## src/rtl/uart_pkg.sv

```systemverilog
// uart_pkg: shared byte type, arbiter state encoding and source limit for UART transmit sharing
package uart_pkg;
  localparam int NUM_SRC_MAX = 8;
  typedef logic [7:0] byte_t;
  typedef enum logic [1:0] {
    IDLE = 2'd0,
    SEND = 2'd1,
    DONE = 2'd2,
    HOLD = 2'd3
  } arb_state_t;
endpackage

```

## src/rtl/rr_picker.sv

```systemverilog
// rr_picker: combinational round-robin pick (req, ptr -> onehot, idx, valid), nearest requester after ptr wins
module rr_picker #(
  parameter int N = 4,
  parameter int W = $clog2(N)
) (
  input  logic [N-1:0] req,
  input  logic [W-1:0] ptr,
  output logic [N-1:0] onehot,
  output logic [W-1:0] idx,
  output logic         valid
);
  logic [W-1:0] k;
  always_comb begin
    onehot = '0;
    idx = '0;
    valid = 1'b0;
    k = '0;
    for (int i = N; i >= 1; i--) begin
      k = W'((int'(ptr) + i) % N);
      if (req[k]) begin
        valid = 1'b1;
        idx = k;
        onehot = '0;
        onehot[k] = 1'b1;
      end
    end
  end
endmodule

```

## src/rtl/uart_tx_arbiter.sv

```systemverilog
// uart_tx_arbiter: message-locked round-robin sharing of one UART TX (Req/Data/Last in, XMitGo/TxData/Ack/Grant/Busy/Error out)
module uart_tx_arbiter
  import uart_pkg::*;
#(
  parameter int NUM_SRC = 4,
  parameter int TIMEOUT = 1_000_000
) (
  input  logic                   Clock,
  input  logic                   Reset,
  input  logic [NUM_SRC-1:0]     Req,
  input  logic [8*NUM_SRC-1:0]   Data,
  input  logic [NUM_SRC-1:0]     Last,
  input  logic                   TxEmpty,
  output logic                   XMitGo,
  output logic [7:0]             TxData,
  output logic [NUM_SRC-1:0]     Ack,
  output logic [NUM_SRC-1:0]     Grant,
  output logic                   Busy,
  output logic                   Error
);
  localparam int PW = $clog2(NUM_SRC);
  localparam int WW = $clog2(TIMEOUT + 1);
  arb_state_t state_q, state_d;
  logic [PW-1:0] ptr_q, ptr_d, idx_q, idx_d, pick_idx;
  logic [WW-1:0] wd_q, wd_d;
  logic [NUM_SRC-1:0] grant_q, grant_d, ack_q, ack_d, pick_oh;
  logic last_q, last_d, xmit_go_q, xmit_go_d, busy_q, busy_d, error_q, error_d, pick_valid;
  byte_t tx_data_q, tx_data_d;
  byte_t src_data [NUM_SRC];
  for (genvar i = 0; i < NUM_SRC; i++) begin : g_src
    assign src_data[i] = Data[8*i +: 8];
  end
  rr_picker #(.N(NUM_SRC), .W(PW)) u_pick (
    .req    (Req),
    .ptr    (ptr_q),
    .onehot (pick_oh),
    .idx    (pick_idx),
    .valid  (pick_valid)
  );
  always_comb begin
    state_d = state_q;
    ptr_d = ptr_q;
    idx_d = idx_q;
    wd_d = wd_q;
    grant_d = grant_q;
    ack_d = '0;
    last_d = last_q;
    tx_data_d = tx_data_q;
    busy_d = busy_q;
    error_d = 1'b0;
    case (state_q)
      IDLE: if (pick_valid && TxEmpty) begin
        state_d = SEND;
        grant_d = pick_oh;
        idx_d = pick_idx;
        tx_data_d = src_data[pick_idx];
        last_d = Last[pick_idx];
        busy_d = 1'b1;
        wd_d = '0;
      end
      SEND: if (!TxEmpty) begin
        state_d = DONE;
      end else if (wd_q == WW'(TIMEOUT - 1)) begin
        // the stuck byte is acked so its source moves on instead of retrying forever
        state_d = IDLE;
        error_d = 1'b1;
        ack_d = grant_q;
        grant_d = '0;
        busy_d = 1'b0;
        ptr_d = idx_q;
      end else begin
        wd_d = wd_q + WW'(1);
      end
      DONE: begin
        ack_d = grant_q;
        state_d = last_q ? IDLE : HOLD;
        grant_d = last_q ? '0 : grant_q;
        busy_d = !last_q;
        ptr_d = last_q ? idx_q : ptr_q;
      end
      HOLD: if (!Req[idx_q]) begin
        state_d = IDLE;
        grant_d = '0;
        busy_d = 1'b0;
        ptr_d = idx_q;
      end else if (TxEmpty) begin
        state_d = SEND;
        tx_data_d = src_data[idx_q];
        last_d = Last[idx_q];
        wd_d = '0;
      end
      default: begin
        state_d = IDLE;
        grant_d = '0;
        busy_d = 1'b0;
        tx_data_d = '0;
        wd_d = '0;
      end
    endcase
    // XMitGo stays up through DONE so it drops together with the Ack pulse
    xmit_go_d = (state_d == SEND) || (state_d == DONE);
  end
  always_ff @(posedge Clock) begin
    if (Reset) begin
      state_q <= IDLE;
      ptr_q <= PW'(NUM_SRC - 1);
      idx_q <= '0;
      wd_q <= '0;
      grant_q <= '0;
      ack_q <= '0;
      last_q <= 1'b0;
      tx_data_q <= '0;
      xmit_go_q <= 1'b0;
      busy_q <= 1'b0;
      error_q <= 1'b0;
    end else begin
      state_q <= state_d;
      ptr_q <= ptr_d;
      idx_q <= idx_d;
      wd_q <= wd_d;
      grant_q <= grant_d;
      ack_q <= ack_d;
      last_q <= last_d;
      tx_data_q <= tx_data_d;
      xmit_go_q <= xmit_go_d;
      busy_q <= busy_d;
      error_q <= error_d;
    end
  end
  assign XMitGo = xmit_go_q;
  assign TxData = tx_data_q;
  assign Ack = ack_q;
  assign Grant = grant_q;
  assign Busy = busy_q;
  assign Error = error_q;
endmodule

```

## config.mk

```make
export PLATFORM = sky130hd
export DESIGN_NAME = uart_tx_arbiter
export DESIGN_NICKNAME = d
export VERILOG_FILES = /design/src/rtl/uart_pkg.sv /design/src/rtl/rr_picker.sv /design/src/rtl/uart_tx_arbiter.sv
export SDC_FILE = /design/constraint.sdc
export NUM_CORES = 1
export LEC_CHECK = 0
export CAP_MARGIN = 30
export CORE_ASPECT_RATIO = 1.25
export CORE_MARGIN = 3
export CORE_UTILIZATION = 53
export DETAILED_ROUTE_END_ITERATION = 6
export PLACE_DENSITY = 0.79
export SETUP_SLACK_MARGIN = 0.15
export SYNTH_ARGS = -nofsm -noshare
export SYNTH_HDL_FRONTEND = slang
export SYNTH_SLANG_ARGS = --single-unit
```

## constraint.sdc

```tcl
create_clock -name Clock -period 2.9 [get_ports Clock]
set_input_delay 0.29 -clock Clock [delete_from_list [all_inputs] [get_ports Clock]]
set_output_delay 0.29 -clock Clock [all_outputs]
set_load 0.05 [all_outputs]
```

==> summary.md <==
| Metric | Value |
|---|---|
| Post-Syn Area per Cell | `between 8 and 9 um2` |
| Drt first pass iters | `5` |
| Port Buffer Count | `just over 60` |
| Clk_lat worst skew | `approximately 0.30 ns` |
| Worst Setup End Kind | `flip-flop` |
| Avg WL per Cell | `16.6 um` |
| Clk buf depth | `2` |
| Max-cap violations | `0` |
| Core Area | `6210 um2` |
| Worst setup path endpoint | `last_q$_SDFFE_PP0P_` |
| Status | `finished, final reports clean` |
| Fill cells | `529` |
| N_diodes | `0` |
| Setup bufs post-CTS | `0` |
| Cts bufs inserted | `5` |
| Die H | `between 90 and 100 um` |
| Area of the multi-input gates | `between 2000 and 2500 um2` |
| Worst Path Max Fanout | `10` |
| Worst min path class | `reg -> reg` |
| Yosys top cell area share | `0.271` |
| Peak VDD IR | `0.254 mV` |
| Critical Path Source | `ptr_q[0]$_SDFFE_PP1P_` |
| Design Power | `around 2400 uW` |
| Die area | `7420 um2` |
| Layout area overhead | `22.9%` |
| Largest net degree at the start of global routing | `37` |
| # DRC | `0` |
| Synth area leader | `dfxtp_1` |
| Max-slew violations | `0` |
| Slew @ Worst Pin | `between 0.6 and 0.7 ns` |
| Final worst path period share | `0.875` |
| Final WL | `approximately 8700 um` |
| Initial drt markers | `160` |
| Fmax | `about 390 MHz` |
| Number of synthesized register bits | `46` |
| # clock sinks | `46` |
| Number of global-route vias before repair | `about 3100` |
| Global-route wire length before repair | `around 14000 um` |
| Cells on worst reg2reg path | `7` |
| Post-Syn Nets | `around 440` |
| Antenna Nets Post-Route | `0` |
| Setup Skew | `approximately 0.011 ns` |
| Most common cell after layout, fill and taps aside | `clkdlybuf4s50_1` |
| Top-Level Pins | `62` |
| Row cnt | `32` |
| Finished Layout Cells | `around 520` |
| Highest-count cells in the layout ignoring fill and taps | `clkdlybuf4s50_1, dfxtp_1, o21ai_0` |
| Via density | `6.21` |
| Clock Tree Root | `clkbuf_8` |
| Worst endpoint data arrival time | `~2.8 ns` |
| CTS tree | `yes` |
| Antenna violations before repair | `0` |
| DP Cell Count | `516` |
| Clk pin slew, worst setup/hold paths | `approximately 0.090 ns` |
| Final Critical Period | `~2.5 ns` |
| Final Hold Vio Count | `0` |
| Die width | `just under 80 um` |
| Sequential share of the synthesized area | `0.271` |
| Overall routing resource usage | `0.239` |
| Reg2reg end | `last_q$_SDFFE_PP0P_` |
| Reg-to-Reg Start | `ptr_q[0]$_SDFFE_PP1P_` |
| Syn. warnings | `0` |
| Mapped Cells | `385` |
| Pwr dens | `~570 nW/um2` |
| Final setup viols | `0` |
| H-tree depth | `2` |
| Slew headroom | `0.544` |
| Cell area after synthesis | `around 3400 um2` |
| Yosys cell types | `63` |
| Reg2reg setup slack | `between 0.3 and 0.4 ns` |
| Main area contributors after synthesis | `dfxtp_1, mux4_2, ha_1` |
| Predominant post-synthesis flop cell | `dfxtp_1` |
| Starting Density | `0.548` |
| Gr ovfl total | `0` |
| Post-DP HPWL | `~6600 um` |
| FFs w/ async S/R, synth | `0` |
| Crit Path Class | `reg -> reg` |
| Fin nets | `~490` |
| EDFF count, synth | `0` |
| Sum of negative setup slack | `0 ns` |
| Lkg Pwr | `roughly 0.0015 uW` |
| Share of layout cells above drive strength 1 | `0.105` |
| Final GP Congestion | `a little over 0.8` |
| RSZ-0062 raised after global routing | `false` |
| WP data required | `approximately 3.1 ns` |
| Routed via count | `3256` |
| Reg area | `a little over 900 um2` |
| Startpoint class of the critical path | `flip-flop` |
-- worst max-delay path, stage by stage (launching register included) --
cell	delay, ns
dfxtp_1	0.34
inv_1	0.13
ha_1	0.45
mux2_2	0.39
mux2i_1	0.38
a21o_1	0.38
o2111ai_1	0.16
a311oi_1	0.22
-- area by class of cell --
class / instances / area share
multi-input combinational: 300 / 0.552
sequential: 46 / 0.220
timing repair buffer: 72 / 0.166
tap: 85 / 0.0254
clock buffer: 7 / 0.0182
inverter: 13 / 0.0117
clock inverter: 1 / 0.00718
-- routing by layer --
layer	wire length, um	global-route usage	part of all wire
met1	3500	0.268	0.40
met2	4680	0.456	0.54
met3	381	0.0397	0.044
met4	148	0.0772	0.017
met5	0	0	0
-- flip-flops by register name, summed over array words and instances (netlist names) --
name,count
Grant,4
Error,1
ptr_q,2
wd_q,20
Busy,1
XMitGo,1
Ack,4
TxData,8
idx_q,2
state_q,2
last_q,1
-- stage by stage --
stage	util	cell area (um2)	setup slack (ns)	hold WS [ns]
2_1_floorplan	-	3400	0.388	0.447
3_3_place_gp	0.657	4080	0.351	0.465
3_5_place_dp	0.657	4080	0.273	0.479
4_1_cts	0.674	4180	0.286	0.495
5_1_grt	0.674	4180	0.169	0.506
6_report	0.674	4180	0.362	0.490
-- cells in the mapped netlist, drive strengths merged (2+ instances only) --
library cell	count
dfxtp	46
o21ai	37
a21oi	31
and3	22
a21boi	17
nand2	15
clkbuf	14
o211ai	14
ha	13
inv	13
buf	12
mux4	12
nand3	12
a31oi	10
mux2i	10
nor2	10
or3	10
and2	9
nand4	8
mux2	5
o311ai	5
or4	5
a22o	4
and4	4
o31ai	4
a21o	3
nor2b	3
nor3	3
nor4	3
o2111ai	3
o21a	3
a211o	2
a211oi	2
a311o	2
a311oi	2
a41oi	2
nor3b	2
nor4b	2
o221ai	2
-- worst min-delay path by stage --
stage                                from               endpoint  slack (ns)  cells past startpoint
global placement    Grant[3]$_SDFFE_PP0P_      Ack[3]$_SDFF_PP0_        0.47                      1
detailed placement  Grant[0]$_SDFFE_PP0P_      Ack[0]$_SDFF_PP0_        0.48                      1
CTS                 Grant[0]$_SDFFE_PP0P_      Ack[0]$_SDFF_PP0_        0.50                      1
floorplan           wd_q[19]$_SDFFE_PP0P_  wd_q[19]$_SDFFE_PP0P_        0.45                      2
finish              Grant[0]$_SDFFE_PP0P_      Ack[0]$_SDFF_PP0_        0.49                      1
global route        Grant[1]$_SDFFE_PP0P_      Ack[1]$_SDFF_PP0_        0.51                      1
-- cells by family after synthesis --
group           share of synthesized area
fa+ha+maj                          0.0478
simple gates                        0.191
flops                               0.271
buf+inv                            0.0515
mux                                 0.125
xor+xnor                          0.00257
compound gates                      0.311
-- power by group --
| group | switching, uW | internal (uW) | leakage (uW) |
|---|---|---|---|
| clock | 210 | 258 | 0.0000524 |
| combinational | 683 | 470 | 0.00106 |
| sequential | 53.9 | 701 | 0.000374 |
-- timing repair --
action	in CTS	in global routing
hold buffers	0	0
setup endpoints to repair	0	9
resized for setup	0	1
No activity file was read; power rests on OpenSTA's default activity.
==> RTL edit 1: new RTL, same flow settings <==
Register the output `Error` once more, with the module's reset; this adds one clock of latency there. The other outputs are not delayed to match.
--- a/src/rtl/uart_tx_arbiter.sv
+++ b/src/rtl/uart_tx_arbiter.sv
@@ -132,6 +132,12 @@
   assign Ack = ack_q;
   assign Grant = grant_q;
   assign Busy = busy_q;
-  assign Error = error_q;
+  always_ff @(posedge Clock) begin
+    if (Reset) begin
+      Error <= '0;
+    end else begin
+      Error <= error_q;
+    end
+  end
 endmodule
 
Function: same outputs for any inputs over 4 cycles, from zero or initial values and one cycle with Reset high; that may be too few to reach the edited logic, so the function may still have changed.
==> RTL edit 1 against the original RTL <==
Final cell count fell by 8.4%; design area is 5.3% lower; core utilization is 3.4 points higher; setup slack got worse by 0.056 ns; critical path depth increased by 2; sequential cell count grew 1; area after synthesis fell by 7.3%; non-clock buffer count rose by 1; wire length shrank 3.2%; total power rose by 9.0%; sequential share of layout area grew 1.7 points; fmax shrank 2.2%.
==> RTL edit 1: results (changes against the original RTL) <==
----------------------------------------------------
[Setup path]
  CP Max Fanout ... 18 (+8)
  Data arrival time at the worst-slack endpoint ... 2.80 ns (+0.05 ns)

[Place]
  Port Buf Inserts ... 61 (unchanged)
  Placed wire-length estimate after detailed placement ... 6230 um (-4.9%)
  Final weighted congestion in routability-driven placement ... 0.932 (+13%)

[STA]
  Setup violations, final ... 0 (unchanged)
  Largest clock skew in the final design ... 0.0100 ns (-0.00128 ns)
  Slew of the pin with the lowest slew margin ... 0.618 ns (-0.0656 ns)

[Global route]
  First-pass GRT wire length ... 13,600 um (-6.0%)
  Met2 Resource Use GR ... 42.9% (-2.8 points)
  Pin count of the biggest net entering global routing ... 21 (-43%)
  Via count of the first global-routing pass ... 3,015 (-4.0%)
  Antenna violations before repair ... 0 (unchanged)
  Met1 capacity usage during global routing ... 29.3% (+2.4 points)
  Met3 Resource Use GR ... 4.06% (+0.087 points)
  Total global-route track usage ... 24.8% (+0.83 points)

[Route]
  DRC ... 0 (unchanged)
  Iteration count of the initial detailed-routing pass ... 5 (unchanged)
  Total Wirelength ... 8430 um (-3.2%)
  Violation count after the first detailed-routing iteration ... 189 (+18%)
  Via density per instance ... 6.35 (+2.2%)

[Clock network]
  Source-to-sink clock delay at the later pin of the worst-skew pair ... 0.30 ns (about the same)
  Max Buffers Root-to-Sink ... 2 (unchanged)
  Cell at the root of the clock tree ... clkbuf_8
  Number of buffers created by CTS ... 5 (unchanged)
  Clock slew seen by the registers of the worst setup and hold paths ... 0.09 ns (about the same)
  Post-CTS setup-driven buffer insertion count ... 0 (unchanged)
  H-tree Lvls ... 2 (unchanged)

[Cells and area]
  Register containing the most flip-flops in the final layout ... wd_q
  Flip-flop count of the largest register after layout ... 20 (unchanged)
  Layout filler cell count ... 456 (-14%)
  Fraction of layout cells with a size suffix above 1 ... 11.1% (+0.58 points)
  Final layout net count ... 471 (-4.7%)

[Synth]
  Syn_nets ... 413 (-6.3%)
  Post-synth top cells ... dfxtp_1 (47), nor2_1 (29), nand2_1 (24)
  Syn. warnings ... 0 (unchanged)
  Yosys cell types ... 53 (-16%)
  Sequential-to-total area share from yosys stat ... 29.8% (+2.8 points)
  Top area cells in the synthesized netlist ... dfxtp_1 (30%), mux4_2 (7.9%), ha_1 (5.2%)

[Power and ir drop]
  Leakage Power ... 0.00156 uW (+4.7%)
  Maximum resistive drop on vdd ... 0.000292 V (+15%)

[Min path]
  Worst Hold Class ... reg2reg

[Outcome]
  Run status ... completed

----------------------------------------------------
## RTL edit 1: logic make-up (layout without fill, tap and decap cells)
| logic type | after synthesis | count (layout) | synth area share [%] |
|---|---|---|---|
| flops | 47 | 47 | 29.8 |
| compound gates | 99 | 99 | 23.1 |
| xor+xnor | 16 | 16 | 4.44 |
| simple gates | 128 | 128 | 22.1 |
| mux | 21 | 21 | 11.1 |
| buf+inv | 33 | 92 | 4.29 |
| fa+ha+maj | 13 | 13 | 5.16 |
## RTL edit 1: path summary, 6_finish.rpt
path                               start                     end  slack, ns  depth (start not counted)
setup / recovery   ptr_q[1]$_SDFFE_PP1P_  TxData[1]$_SDFFE_PP0P_       0.31                          9
hold / removal    TxData[2]$_SDFFE_PP0P_  TxData[2]$_SDFFE_PP0P_       0.46                          2
setup reg to reg   ptr_q[1]$_SDFFE_PP1P_  TxData[1]$_SDFFE_PP0P_       0.31                          9
hold reg to reg   TxData[2]$_SDFFE_PP0P_  TxData[2]$_SDFFE_PP0P_       0.46                          2
## RTL edit 1: power by group
group          leakage, uW  internal [uW]  total, uW  switching (uW)
clock            0.0000612            279        494             215
sequential        0.000382            723        767            43.7
combinational      0.00112            528       1330             800
total              0.00156           1530       2590            1060
## RTL edit 1: timing repair
item	CTS	global route
hold buffers	0	0
resized for setup	0	1
setup endpoints to repair	0	3
## RTL edit 1: worst max-delay path, cell delays in order (launching register included)
cell	delay [ns]
dfxtp_1	0.34
inv_1	0.12
ha_2	0.44
mux2_2	0.37
o21a_1	0.25
buf_4	0.21
o21ai_2	0.13
buf_4	0.23
a221oi_1	0.13
o31ai_1	0.27
## RTL edit 1: final cells by class
| type | count | area, um2 | share of cell area (%) |
|---|---|---|---|
| repair buffers | 73 | 701 | 17.7 |
| multi-input cells | 277 | 2080 | 52.5 |
| well taps | 64 | 80.1 | 2.02 |
| inverters | 11 | 41.3 | 1.04 |
| flip-flops and latches | 47 | 941 | 23.8 |
| clock inverters | 2 | 35.0 | 0.885 |
| clock buffers | 6 | 82.6 | 2.09 |
## RTL edit 1: metal layers
metal	vias up	part of all wire [%]	routed length [um]
met3	22	6.5	549
met4	0	2.1	173
met5	-	0	0
met2	123	50	4250
met1	1450	41	3460
li1	1454	-	-
## RTL edit 1: stage by stage
step	std cells	instance area, um2	setup slack, ns	util, %	power [uW]
final	480	3960	0.306	70.8	2590
after detailed placement	472	3840	0.276	68.7	2090
after floorplan	357	3150	0.166	-	1700
after CTS	480	3960	0.262	70.8	2580
after global routing	480	3960	0.155	70.8	2730
after global placement	472	3840	0.324	68.7	2050
==> RTL edit 2: new RTL, config.mk and constraints unchanged <==
Without the edit above. The parameter `NUM_SRC` goes from 4 to 2.
--- a/src/rtl/uart_tx_arbiter.sv
+++ b/src/rtl/uart_tx_arbiter.sv
@@ -2,7 +2,7 @@
 module uart_tx_arbiter
   import uart_pkg::*;
 #(
-  parameter int NUM_SRC = 4,
+  parameter int NUM_SRC = 2,
   parameter int TIMEOUT = 1_000_000
 ) (
   input  logic                   Clock,
Interface: changed (5 resized); port bits go from 62 to 38. No check against the original RTL was run, so the function may have changed too.
==> RTL edit 2 against the original RTL <==
Area after synthesis down 40%; setup slack better by 0.046 ns; worst hold slack better by 0.0012 ns; fmax up 1.8%; total power down 44%; final cell count down 40%; wire length down 51%; sequential cell count down 6; core utilization up 2.3 points; sequential share of layout area up 9.9 points; design area down 40%; first-iteration DRC count down 25%; clock skew down 0.0088 ns; critical endpoint is now TxData[2]$_SDFFE_PP0P_.
==> RTL edit 2: results (changes against the original RTL) <==
----------------------------------------------------
[Outcome]
  Run status ... completed

[Route]
  Detail-routed net length per standard cell ... 13.7 um (-18%)
  Violation count after the first detailed-routing iteration ... 120 (-25%)
  Met3 layer wire length in the routed design ... 244 um (-36%)
  Met1 wire length ... 1900 um (-46%)
  Via density per instance ... 5.58 (-10%)
  Iteration count of the initial detailed-routing pass ... 4 (-1)
  Met2 routed wirelength ... 2060 um (-56%)

[Synth]
  Compound-Gate Fraction of Synth Area ... 13.9% (-17 points)
  Xor and xnor area share after synthesis ... 7.71% (+7.4 points)
  Post-Synth Adder-Cell Area ... 3.06% (-1.7 points)
  Mux contribution to synthesized area ... 5.63% (-6.9 points)
  Syn_nets ... 265 (-40%)
  Post-synth top cells ... dfxtp_1 (40), nor2_1 (40), xor2_1 (18)
  Top area cells in the synthesized netlist ... dfxtp_1 (39%), xor2_1 (7.7%), nor2_1 (7.3%)
  Sequential-to-total area share from yosys stat ... 39.1% (+12 points)
  Yosys cell types ... 46 (-27%)
  Mean instance size in the synthesized netlist ... 8.63 um2 (-2.3%)

[Cells and area]
  Fraction of layout cells with a size suffix above 1 ... 8.36% (-2.1 points)
  Number of cells in the finished layout apart from fillers ... 314 (-40%)
  Layout filler cell count ... 308 (-42%)
  Final layout net count ... 303 (-39%)

[Power and ir drop]
  Maximum resistive drop on vdd ... 0.000360 V (+42%)
  Leakage Power ... 0.000992 uW (-33%)

[STA]
  Largest clock skew in the final design ... 0.00251 ns (-0.00877 ns)
  Slew of the pin with the lowest slew margin ... 0.987 ns (+0.304 ns)

[Place]
  Post-placement worst setup slack ... 0.435 ns (+0.162 ns)
  Final weighted congestion in routability-driven placement ... 0.807 (-2.1%)
  Cell Area, Placed ... 0.00243 mm2 (-40%)
  Placed wire-length estimate after detailed placement ... 3120 um (-52%)
  Port Buf Inserts ... 37 (-39%)

[Setup path]
  CP Max Fanout ... 18 (+8)
  Destination of the worst register-to-register timing path ... TxData[2]$_SDFFE_PP0P_
  Data arrival time at the worst-slack endpoint ... 2.70 ns (-0.05 ns)
  Reg2Reg Launch Point ... state_q[0]$_SDFF_PP0_

[Global route]
  Pin count of the biggest net entering global routing ... 21 (-43%)
  First-pass GRT wire length ... 7350 um (-49%)
  Via count of the first global-routing pass ... 1,673 (-47%)
  Total global-route track usage ... 21.4% (-2.6 points)
  Met3 Resource Use GR ... 7.29% (+3.3 points)
  Met2 Resource Use GR ... 34.0% (-12 points)
  Met1 capacity usage during global routing ... 25.4% (-1.5 points)

[Clock network]
  Clock slew seen by the registers of the worst setup and hold paths ... 0.07 ns (-0.02 ns)
  Max Buffers Root-to-Sink ... 2 (unchanged)

[Min path]
  Worst Hold Path Cells ... 2 (+1)
  Min-Delay Endpoint ... Grant[0]$_SDFFE_PP0P_

----------------------------------------------------
## RTL edit 2: changes by cell type after synthesis, sizes merged, moves of 9 or more
cell    before  now
a21oi       31   10
o211ai      14    0
o21ai       37    4
a31oi       10    1
nor2        10   41
xor2         0   18
a21boi      17    0
clkbuf      14    2
and3        22    9
mux4        12    0
## RTL edit 2: worst max path at each step
stage / startpoint / end / slack, ns
after CTS: state_q[0]$_SDFF_PP0_ / TxData[2]$_SDFFE_PP0P_ / 0.42
after detailed placement: state_q[0]$_SDFF_PP0_ / TxData[2]$_SDFFE_PP0P_ / 0.44
after global placement: state_q[0]$_SDFF_PP0_ / TxData[2]$_SDFFE_PP0P_ / 0.61
final: state_q[0]$_SDFF_PP0_ / TxData[2]$_SDFFE_PP0P_ / 0.41
after global routing: state_q[0]$_SDFF_PP0_ / TxData[3]$_SDFFE_PP0P_ / 0.16
after floorplan: state_q[0]$_SDFF_PP0_ / wd_q[10]$_SDFFE_PP0P_ / 0.72
## RTL edit 2: cell type report
type / count / area (um2) / area share [%]
Inverter: 7 / 26.3 / 1.05
Sequential cell: 40 / 801 / 31.9
Tap cell: 39 / 48.8 / 1.94
Clock buffer: 6 / 72.6 / 2.89
Multi-Input combinational cell: 180 / 1160 / 46.1
Timing Repair Buffer: 41 / 400 / 15.9
Clock inverter: 1 / 5.00 / 0.199
## RTL edit 2: critical path, stage by stage, from the launching register on
cell and delay [ns]:
dfxtp_1 0.43, inv_1 0.09, ha_1 0.33, nor2_1 0.20, o2bb2ai_1 0.17, nor3_2 0.82
nor2_1 0.10, a211oi_1 0.26
## RTL edit 2: power by group
| part | total (uW) | switching (uW) | internal [uW] |
|---|---|---|---|
| logic | 367 | 225 | 142 |
| clock network | 350 | 186 | 163 |
| registers | 611 | 26.1 | 585 |
| total | 1330 | 437 | 890 |
